[config.mk]
export PLATFORM = sky130hd
export DESIGN_NAME = modaddsub_iter_flat
export DESIGN_NICKNAME = d
export VERILOG_FILES = /design/src/rtl/modaddsub_iter_if.sv /design/src/rtl/modaddsub_iter.sv /design/src/flat_wrapper.sv
export SDC_FILE = /design/constraint.sdc
export NUM_CORES = 1
export LEC_CHECK = 0
export ABC_AREA = 0
export CAP_MARGIN = 20
export CORE_MARGIN = 2
export CORE_UTILIZATION = 51
export CTS_BUF_LIST = sky130_fd_sc_hd__clkbuf_4 sky130_fd_sc_hd__clkbuf_8 sky130_fd_sc_hd__clkbuf_16
export DETAILED_ROUTE_END_ITERATION = 8
export GPL_TIMING_DRIVEN = 0
export PLACE_DENSITY = 0.78
export SYNTH_ARGS = -nofsm -noshare
export SYNTH_HDL_FRONTEND = slang
export SYNTH_SLANG_ARGS = --single-unit
export TNS_END_PERCENT = 5
[constraint.sdc]
create_clock -name clk -period 2.7 [get_ports clk]
set_clock_uncertainty 0.15 [all_clocks]
set_input_delay 0.81 -clock clk [delete_from_list [all_inputs] [get_ports clk]]
set_output_delay 0.81 -clock clk [all_outputs]
set_load 0.1 [all_outputs]
[src/rtl/modaddsub_iter_if.sv]
// Request/response bundle for the iterative modular add/sub/reduce unit.
//  master: requester side (drives in_vld, mode, op1, op2, mod, tag_in, out_rdy)
//  slave : unit side      (drives in_rdy, out_vld, res, err, tag_out, iters)
interface modaddsub_iter_if #(
    parameter int unsigned WIDTH   = 12,
    parameter int unsigned TAGW    = 4,
    parameter int unsigned MAXITER = 8
);
    localparam int unsigned CNTW = $clog2(MAXITER + 1);

    // request channel
    logic             in_vld;
    logic             in_rdy;
    logic [1:0]       mode;
    logic [WIDTH-1:0] op1;
    logic [WIDTH-1:0] op2;
    logic [WIDTH-1:0] mod;
    logic [TAGW-1:0]  tag_in;

    // response channel
    logic             out_vld;
    logic             out_rdy;
    logic [WIDTH-1:0] res;
    logic             err;
    logic [TAGW-1:0]  tag_out;
    logic [CNTW-1:0]  iters;

    modport master (
        output in_vld, mode, op1, op2, mod, tag_in, out_rdy,
        input  in_rdy, out_vld, res, err, tag_out, iters
    );

    modport slave (
        input  in_vld, mode, op1, op2, mod, tag_in, out_rdy,
        output in_rdy, out_vld, res, err, tag_out, iters
    );
endinterface

[src/rtl/modaddsub_iter.sv]
// Iterative modular add / subtract / reduce unit.
// res = (op1 +/- op2) mod p, or op1 mod p, reached by repeated +/-p corrections.
// One operation in flight; the tag travels with it unchanged.
// Ports:
//  clk  - rising-edge clock
//  rst  - asynchronous reset, active-low
//  bus  - modaddsub_iter_if.slave: request (in_vld/in_rdy, mode, op1, op2, mod, tag_in)
//         and response (out_vld/out_rdy, res, err, tag_out, iters)
module modaddsub_iter #(
    parameter int unsigned WIDTH   = 12,
    parameter int unsigned TAGW    = 4,
    parameter int unsigned MAXITER = 8
) (
    input  logic              clk,
    input  logic              rst,
    modaddsub_iter_if.slave   bus
);
    localparam int unsigned CNTW = $clog2(MAXITER + 1);
    // Two guard bits: enough headroom for op1+op2 and for op1-op2 going negative.
    localparam int unsigned ACCW = WIDTH + 2;

    localparam logic [1:0] MODE_SUB = 2'b01;
    localparam logic [1:0] MODE_RED = 2'b10;

    typedef enum logic [1:0] {
        S_IDLE   = 2'd0,
        S_REDUCE = 2'd1,
        S_DONE   = 2'd2
    } state_e;

    state_e                  state_q, state_d;
    logic signed [ACCW-1:0]  acc_q, acc_d;
    logic [WIDTH-1:0]        p_q, p_d;
    logic [CNTW-1:0]         cnt_q, cnt_d;
    logic [TAGW-1:0]         tag_q, tag_d;
    logic                    in_rdy_q, in_rdy_d;
    logic                    out_vld_q, out_vld_d;
    logic [WIDTH-1:0]        res_q, res_d;
    logic                    err_q, err_d;
    logic [CNTW-1:0]         iters_q, iters_d;

    logic signed [ACCW-1:0]  op1_ext;
    logic signed [ACCW-1:0]  op2_ext;
    logic signed [ACCW-1:0]  p_ext;
    logic signed [ACCW-1:0]  acc_cap;
    logic                    acc_neg;
    logic                    acc_big;

    // Operand extension and capture value for the incoming request.
    always_comb begin
        op1_ext = ACCW'(bus.op1);
        op2_ext = ACCW'(bus.op2);
        p_ext   = ACCW'(p_q);
        acc_neg = acc_q[ACCW-1];
        acc_big = !acc_neg && (acc_q >= p_ext);
        case (bus.mode)
            MODE_SUB: acc_cap = op1_ext - op2_ext;
            MODE_RED: acc_cap = op1_ext;
            default:  acc_cap = op1_ext + op2_ext;
        endcase
    end

    // Next-state and output logic.
    always_comb begin
        state_d   = state_q;
        acc_d     = acc_q;
        p_d       = p_q;
        cnt_d     = cnt_q;
        tag_d     = tag_q;
        out_vld_d = out_vld_q;
        res_d     = res_q;
        err_d     = err_q;
        iters_d   = iters_q;

        case (state_q)
            S_IDLE: begin
                if (bus.in_vld && in_rdy_q) begin
                    acc_d = acc_cap;
                    p_d   = bus.mod;
                    tag_d = bus.tag_in;
                    cnt_d = '0;
                    if (bus.mod == '0) begin
                        res_d     = '0;
                        err_d     = 1'b1;
                        iters_d   = '0;
                        out_vld_d = 1'b1;
                        state_d   = S_DONE;
                    end else begin
                        state_d = S_REDUCE;
                    end
                end
            end
            S_REDUCE: begin
                if (acc_neg || acc_big) begin
                    if (cnt_q == CNTW'(MAXITER)) begin
                        res_d     = '0;
                        err_d     = 1'b1;
                        iters_d   = CNTW'(MAXITER);
                        out_vld_d = 1'b1;
                        state_d   = S_DONE;
                    end else begin
                        acc_d = acc_neg ? (acc_q + p_ext) : (acc_q - p_ext);
                        cnt_d = cnt_q + CNTW'(1);
                    end
                end else begin
                    res_d     = acc_q[WIDTH-1:0];
                    err_d     = 1'b0;
                    iters_d   = cnt_q;
                    out_vld_d = 1'b1;
                    state_d   = S_DONE;
                end
            end
            S_DONE: begin
                if (out_vld_q && bus.out_rdy) begin
                    out_vld_d = 1'b0;
                    state_d   = S_IDLE;
                end
            end
            default: begin
                state_d = S_IDLE;
            end
        endcase

        // Registered so that in_rdy stays low while reset is asserted.
        in_rdy_d = (state_d == S_IDLE);
    end

    // State and datapath registers.
    always_ff @(posedge clk or negedge rst) begin
        if (!rst) begin
            state_q   <= S_IDLE;
            acc_q     <= '0;
            p_q       <= '0;
            cnt_q     <= '0;
            tag_q     <= '0;
            in_rdy_q  <= 1'b0;
            out_vld_q <= 1'b0;
            res_q     <= '0;
            err_q     <= 1'b0;
            iters_q   <= '0;
        end else begin
            state_q   <= state_d;
            acc_q     <= acc_d;
            p_q       <= p_d;
            cnt_q     <= cnt_d;
            tag_q     <= tag_d;
            in_rdy_q  <= in_rdy_d;
            out_vld_q <= out_vld_d;
            res_q     <= res_d;
            err_q     <= err_d;
            iters_q   <= iters_d;
        end
    end

    assign bus.in_rdy  = in_rdy_q;
    assign bus.out_vld = out_vld_q;
    assign bus.res     = res_q;
    assign bus.err     = err_q;
    assign bus.tag_out = tag_q;
    assign bus.iters   = iters_q;

endmodule

[src/flat_wrapper.sv]
// flat-port wrapper written by rule: the top's interface ports become plain ports
module modaddsub_iter_flat 
#(
    parameter int unsigned WIDTH   = 12,
    parameter int unsigned TAGW    = 4,
    parameter int unsigned MAXITER = 8
)
  (clk, rst, bus_in_vld, bus_mode, bus_op1, bus_op2, bus_mod, bus_tag_in, bus_out_rdy, bus_in_rdy, bus_out_vld, bus_res, bus_err, bus_tag_out, bus_iters);
  modaddsub_iter_if #(.WIDTH(WIDTH), .TAGW(TAGW), .MAXITER(MAXITER)) bus_i ();
  input  logic clk;
  input  logic rst;
  input wire logic [$bits(bus_i.in_vld)-1:0] bus_in_vld;
  input wire logic [$bits(bus_i.mode)-1:0] bus_mode;
  input wire logic [$bits(bus_i.op1)-1:0] bus_op1;
  input wire logic [$bits(bus_i.op2)-1:0] bus_op2;
  input wire logic [$bits(bus_i.mod)-1:0] bus_mod;
  input wire logic [$bits(bus_i.tag_in)-1:0] bus_tag_in;
  input wire logic [$bits(bus_i.out_rdy)-1:0] bus_out_rdy;
  output wire logic [$bits(bus_i.in_rdy)-1:0] bus_in_rdy;
  output wire logic [$bits(bus_i.out_vld)-1:0] bus_out_vld;
  output wire logic [$bits(bus_i.res)-1:0] bus_res;
  output wire logic [$bits(bus_i.err)-1:0] bus_err;
  output wire logic [$bits(bus_i.tag_out)-1:0] bus_tag_out;
  output wire logic [$bits(bus_i.iters)-1:0] bus_iters;
  assign bus_i.in_vld = bus_in_vld;
  assign bus_i.mode = bus_mode;
  assign bus_i.op1 = bus_op1;
  assign bus_i.op2 = bus_op2;
  assign bus_i.mod = bus_mod;
  assign bus_i.tag_in = bus_tag_in;
  assign bus_i.out_rdy = bus_out_rdy;
  assign bus_in_rdy = bus_i.in_rdy;
  assign bus_out_vld = bus_i.out_vld;
  assign bus_res = bus_i.res;
  assign bus_err = bus_i.err;
  assign bus_tag_out = bus_i.tag_out;
  assign bus_iters = bus_i.iters;
  modaddsub_iter #(.WIDTH(WIDTH), .TAGW(TAGW), .MAXITER(MAXITER)) u_core (.clk(clk), .rst(rst), .bus(bus_i));
endmodule
==> flow_summary_export.csv <==
group,metric,value,unit
timing,worst_slew_pin_slew,971.3,ps
outcome,violations,"setup timing",
floorplan,initial_core_util,0.5290,
synthesis,post-synth-top-area-cell,"sky130_fd_sc_hd__dfrtp_1",
floorplan,die-width,102.4,µm
clocking,cts_hold_repair.buffers,0,
detailed_routing,initialDrtViolationCount,403,
placement,globalplace.congestion,0.9087,
synthesis,post_synth_main_area_contributors,"sky130_fd_sc_hd__dfrtp_1 (28%), sky130_fd_sc_hd__ha_1 (13%), sky130_fd_sc_hd__a21oi_1 (4.4%)",
timing,timing.fmax,349.3,MHz
grt,grt_pass1_wl,23980,µm
clocking,cts_tree,"built",
clocking,clock-sinks,55,
timing,rel_slew_slack,0.3551,
finish,finish.instance_area,0.006630,mm²
clocking,ctsRootBufferMaster,"sky130_fd_sc_hd__clkbuf_8",
grt,overflow,0,
grt,antenna_found_initial,0,
grt,grt_max_degree,41,
detailed_routing,detail_route.drc_violations,0,
pwr,power.total,8.327,mW
pwr,power.ir.vdd_worst,0.0005852,V
placement,dp_slack,-1373,ps
synthesis,synth.cell_area,0.004935,mm²
grt,total_routing_resource_utilization_after_global_routing,0.2891,
run,number_of_maximum_capacitance_violations,0,
finish,final_util,0.7108,
placement,dpl_cell_area,0.005822,mm²
clocking,cts-root-to-sink-buffers,2,
synthesis,proportion_of_synthesized_chip_area_in_sequential_cells,0.2789,
critical_path,critical_path.endpoint_type,"register",
floorplan,design.die.area,0.01048,mm²
timing,finalHoldViolCount,0,
critical_path,path_max_fanout,4,
detailed_routing,avgViaCountPerCell,6.229,
finish,layout-area-overhead-vs-synth,34.36,%
synthesis,synthesis.area_per_instance,8.407,µm²
finish,drive_above_1_share,0.2226,
synthesis,synth_edf_count,0,
synthesis,post_synth_inst_count,587,
floorplan,floorplan.io_pins,69,
critical_path,timing_worst_setup_path_type,"input pin to register",
clocking,htree_levels,2,
placement,place.detailed.hpwl,10870,µm
detailed_routing,drt_pre_antenna_iters,5,
timing,final.setup.worst_slack,-163.2,ps
synthesis,postSynth.asyncResetShare,1.000,
critical_path,reg2reg_from,"u_core.p_q[0]$_DFFE_PN0P_",
critical_path,arrival,2930,ps
finish,nNetsFinal,775,
placement,io_buffers,68,
pwr,cellLeakagePower,2.892,nW
clocking,worstSkewPairLatency,330,ps
grt,grt_pass1_vias,4932,
worst_hold_path,hold_path_class,"input pin to async pin",
timing,period_needed,2863,ps
critical_path,cp-startpoint,"bus_op1[0]",
finish,insertedDiodeCount,0,
detailed_routing,dr_total_vias,5002,
synthesis,mappedNetlistNets,689,
clocking,cts.reportedPaths.clkPinSlew,110,ps
detailed_routing,drtAntennaViolNets,0,
synthesis,synth.distinct_cells,72,
synthesis,synth-seq-cells,55,
timing,period_share,1.060,
timing,unrepaired_setup_endpoints_after_global_routing,"true",
floorplan,design.core.area,0.009328,mm²
outcome,run_status,"finished with violations",
critical_path,worstPathRequired,2770,ps
synthesis,yosys_warnings,0,
detailed_routing,route.final.wire_length,15220,µm
floorplan,floorplan.die.height,102.4,µm
timing,hold_ws,224.9,ps
synthesis,main_synth_ff_type,"sky130_fd_sc_hd__dfrtp_1",
timing,report.final.slew_viol_count,0,
critical_path,critical_path.startpoint_type,"input pin",
detailed_routing,wl_per_cell,18.95,µm
pwr,power_density,1256,mW/mm²
floorplan,core.rowCount,35,
clocking,cts_buffers,5,
synthesis,synth.top_cell.area_share,0.2789,
timing,finalSetupViolCount,27,
[cell usage after synthesis (4+ instances only)]
cell type	instances
sky130_fd_sc_hd__inv_1	53
sky130_fd_sc_hd__o221ai_1	4
sky130_fd_sc_hd__nand2b_1	5
sky130_fd_sc_hd__nor3_1	15
sky130_fd_sc_hd__ha_1	52
sky130_fd_sc_hd__nor2_1	35
sky130_fd_sc_hd__a21o_1	9
sky130_fd_sc_hd__xor2_1	4
sky130_fd_sc_hd__a21oi_1	43
sky130_fd_sc_hd__a211o_1	5
sky130_fd_sc_hd__and2_1	6
sky130_fd_sc_hd__o211ai_1	5
sky130_fd_sc_hd__nand3_1	13
sky130_fd_sc_hd__o21ai_0	37
sky130_fd_sc_hd__o211a_1	4
sky130_fd_sc_hd__o21a_1	10
sky130_fd_sc_hd__o41ai_1	4
sky130_fd_sc_hd__nor2b_1	8
sky130_fd_sc_hd__or3_1	7
sky130_fd_sc_hd__mux2i_1	5
sky130_fd_sc_hd__dfrtp_1	55
sky130_fd_sc_hd__nand2_1	48
sky130_fd_sc_hd__buf_2	4
sky130_fd_sc_hd__nor4_1	4
sky130_fd_sc_hd__a211oi_1	8
sky130_fd_sc_hd__o21bai_1	8
sky130_fd_sc_hd__o31ai_1	6
sky130_fd_sc_hd__fa_1	4
sky130_fd_sc_hd__a22o_1	16
sky130_fd_sc_hd__clkbuf_1	21
sky130_fd_sc_hd__xnor2_1	10
sky130_fd_sc_hd__o22ai_1	5
sky130_fd_sc_hd__a221oi_1	8
sky130_fd_sc_hd__mux2_2	4
[metal layers]
| metal | track usage | part of all wire | vias to the layer above |
|---|---|---|---|
| met4 | 0.1026 | 0.027 | 0 |
| met3 | 0.02941 | 0.062 | 42 |
| li1 | - | - | 2326 |
| met2 | 0.5010 | 0.49 | 230 |
| met5 | 0 | 0 | - |
| met1 | 0.3753 | 0.42 | 2404 |
[cells in the final DEF, fill, tap and decap left out, types with 5 or more instances in the layout]
cell type / count
sky130_fd_sc_hd__a211o_1: 5
sky130_fd_sc_hd__a211oi_1: 6
sky130_fd_sc_hd__a21o_1: 9
sky130_fd_sc_hd__a21oi_1: 39
sky130_fd_sc_hd__a221oi_2: 6
sky130_fd_sc_hd__a22o_1: 16
sky130_fd_sc_hd__buf_4: 20
sky130_fd_sc_hd__buf_6: 5
sky130_fd_sc_hd__clkbuf_1: 11
sky130_fd_sc_hd__clkbuf_8: 6
sky130_fd_sc_hd__clkdlybuf4s50_1: 26
sky130_fd_sc_hd__dfrtp_1: 54
sky130_fd_sc_hd__dlygate4sd2_1: 36
sky130_fd_sc_hd__ha_1: 30
sky130_fd_sc_hd__ha_2: 5
sky130_fd_sc_hd__ha_4: 17
sky130_fd_sc_hd__inv_1: 39
sky130_fd_sc_hd__inv_2: 14
sky130_fd_sc_hd__mux2i_1: 5
sky130_fd_sc_hd__nand2_1: 45
sky130_fd_sc_hd__nand2b_1: 5
sky130_fd_sc_hd__nand3_1: 13
sky130_fd_sc_hd__nor2_1: 33
sky130_fd_sc_hd__nor2b_1: 7
sky130_fd_sc_hd__nor3_1: 11
sky130_fd_sc_hd__o211ai_1: 5
sky130_fd_sc_hd__o21a_1: 10
sky130_fd_sc_hd__o21ai_0: 29
sky130_fd_sc_hd__o21ai_2: 5
sky130_fd_sc_hd__o21bai_1: 8
sky130_fd_sc_hd__o31ai_1: 5
sky130_fd_sc_hd__or3_1: 5
sky130_fd_sc_hd__xnor2_1: 10
[worst paths after layout]
check | slack (ps) | endpoint | cells after the start
worst max register to register | -90 | u_core.bus.res[3]$_DFFE_PN0P_ | 12
worst max-delay path | -160 | u_core.acc_q[8]$_DFFE_PN0P_ | 12
min in group clk | 330 | u_core.bus.tag_out[2]$_DFFE_PN0P_ | 2
worst min-delay path | 220 | u_core.p_q[3]$_DFFE_PN0P_ | 1
max in group asynchronous | 1630 | u_core.acc_q[7]$_DFFE_PN0P_ | 2
worst min register to register | 330 | u_core.bus.tag_out[2]$_DFFE_PN0P_ | 2
[cells by family (layout without fill, tap and decap cells)]
kind of cell,after synthesis,after routing,synth area share
AND/OR/NAND/NOR,161,161,0.1597
AO/OA/AOI/OAI,208,208,0.3005
XOR/XNOR,14,14,0.02485
buffers and inverters,84,171,0.06871
multiplexers,9,9,0.01927
flip-flops,55,55,0.2789
adder cells (fa/ha/maj),56,56,0.1481
[cell type report]
cell class | count | area, µm²
plain buffers | 20 | 138.9
clock buffers | 5 | 68.82
clock inverters | 3 | 46.29
fillers | 739 | 2698
inverters | 55 | 221.5
multi-input cells | 448 | 3819
flip-flops and latches | 55 | 1378
well taps | 129 | 161.4
repair buffers | 88 | 797.0
[stage by stage]
step / TNS (ps) / instances
finish: -1727 / 803
floorplan: -1280 / 587
global placement: -76420 / 784
detailed placement: -25060 / 785
CTS: -864.9 / 799
global route: -3840 / 803
[where the power goes]
group / switching (mW) / total (mW) / internal (mW)
Clock: 0.310 / 0.590 / 0.280
Combinational: 3.89 / 6.21 / 2.32
Sequential: 0.327 / 1.53 / 1.20
Total: 4.53 / 8.33 / 3.80
[worst max-delay path, stage by stage]
cell and delay [ps]:
sky130_fd_sc_hd__buf_8 110, sky130_fd_sc_hd__inv_4 50, sky130_fd_sc_hd__ha_4 120, sky130_fd_sc_hd__inv_2 40
sky130_fd_sc_hd__fa_2 390, sky130_fd_sc_hd__a21o_1 230, sky130_fd_sc_hd__a221oi_4 380, sky130_fd_sc_hd__o21ai_2 130
sky130_fd_sc_hd__a221o_1 350, sky130_fd_sc_hd__o21ai_2 60, sky130_fd_sc_hd__a22o_1 170, sky130_fd_sc_hd__o21ai_1 70
[repair_timing]
action,CTS,global route
endpoints found under the hold margin,0,0
resized for setup,171,37
setup buffers,14,5
pin swaps,46,23
endpoints found under the setup margin,60,32
[state kept, by name, indices dropped and copies added, names as in the netlist, 2 cells and up]
register            count
u_core.bus.iters        4
u_core.bus.tag_out      4
u_core.p_q             12
u_core.acc_q           14
u_core.cnt_q            4
u_core.state_q          2
u_core.bus.res         12
No activity file was read; power rests on OpenSTA's default activity.
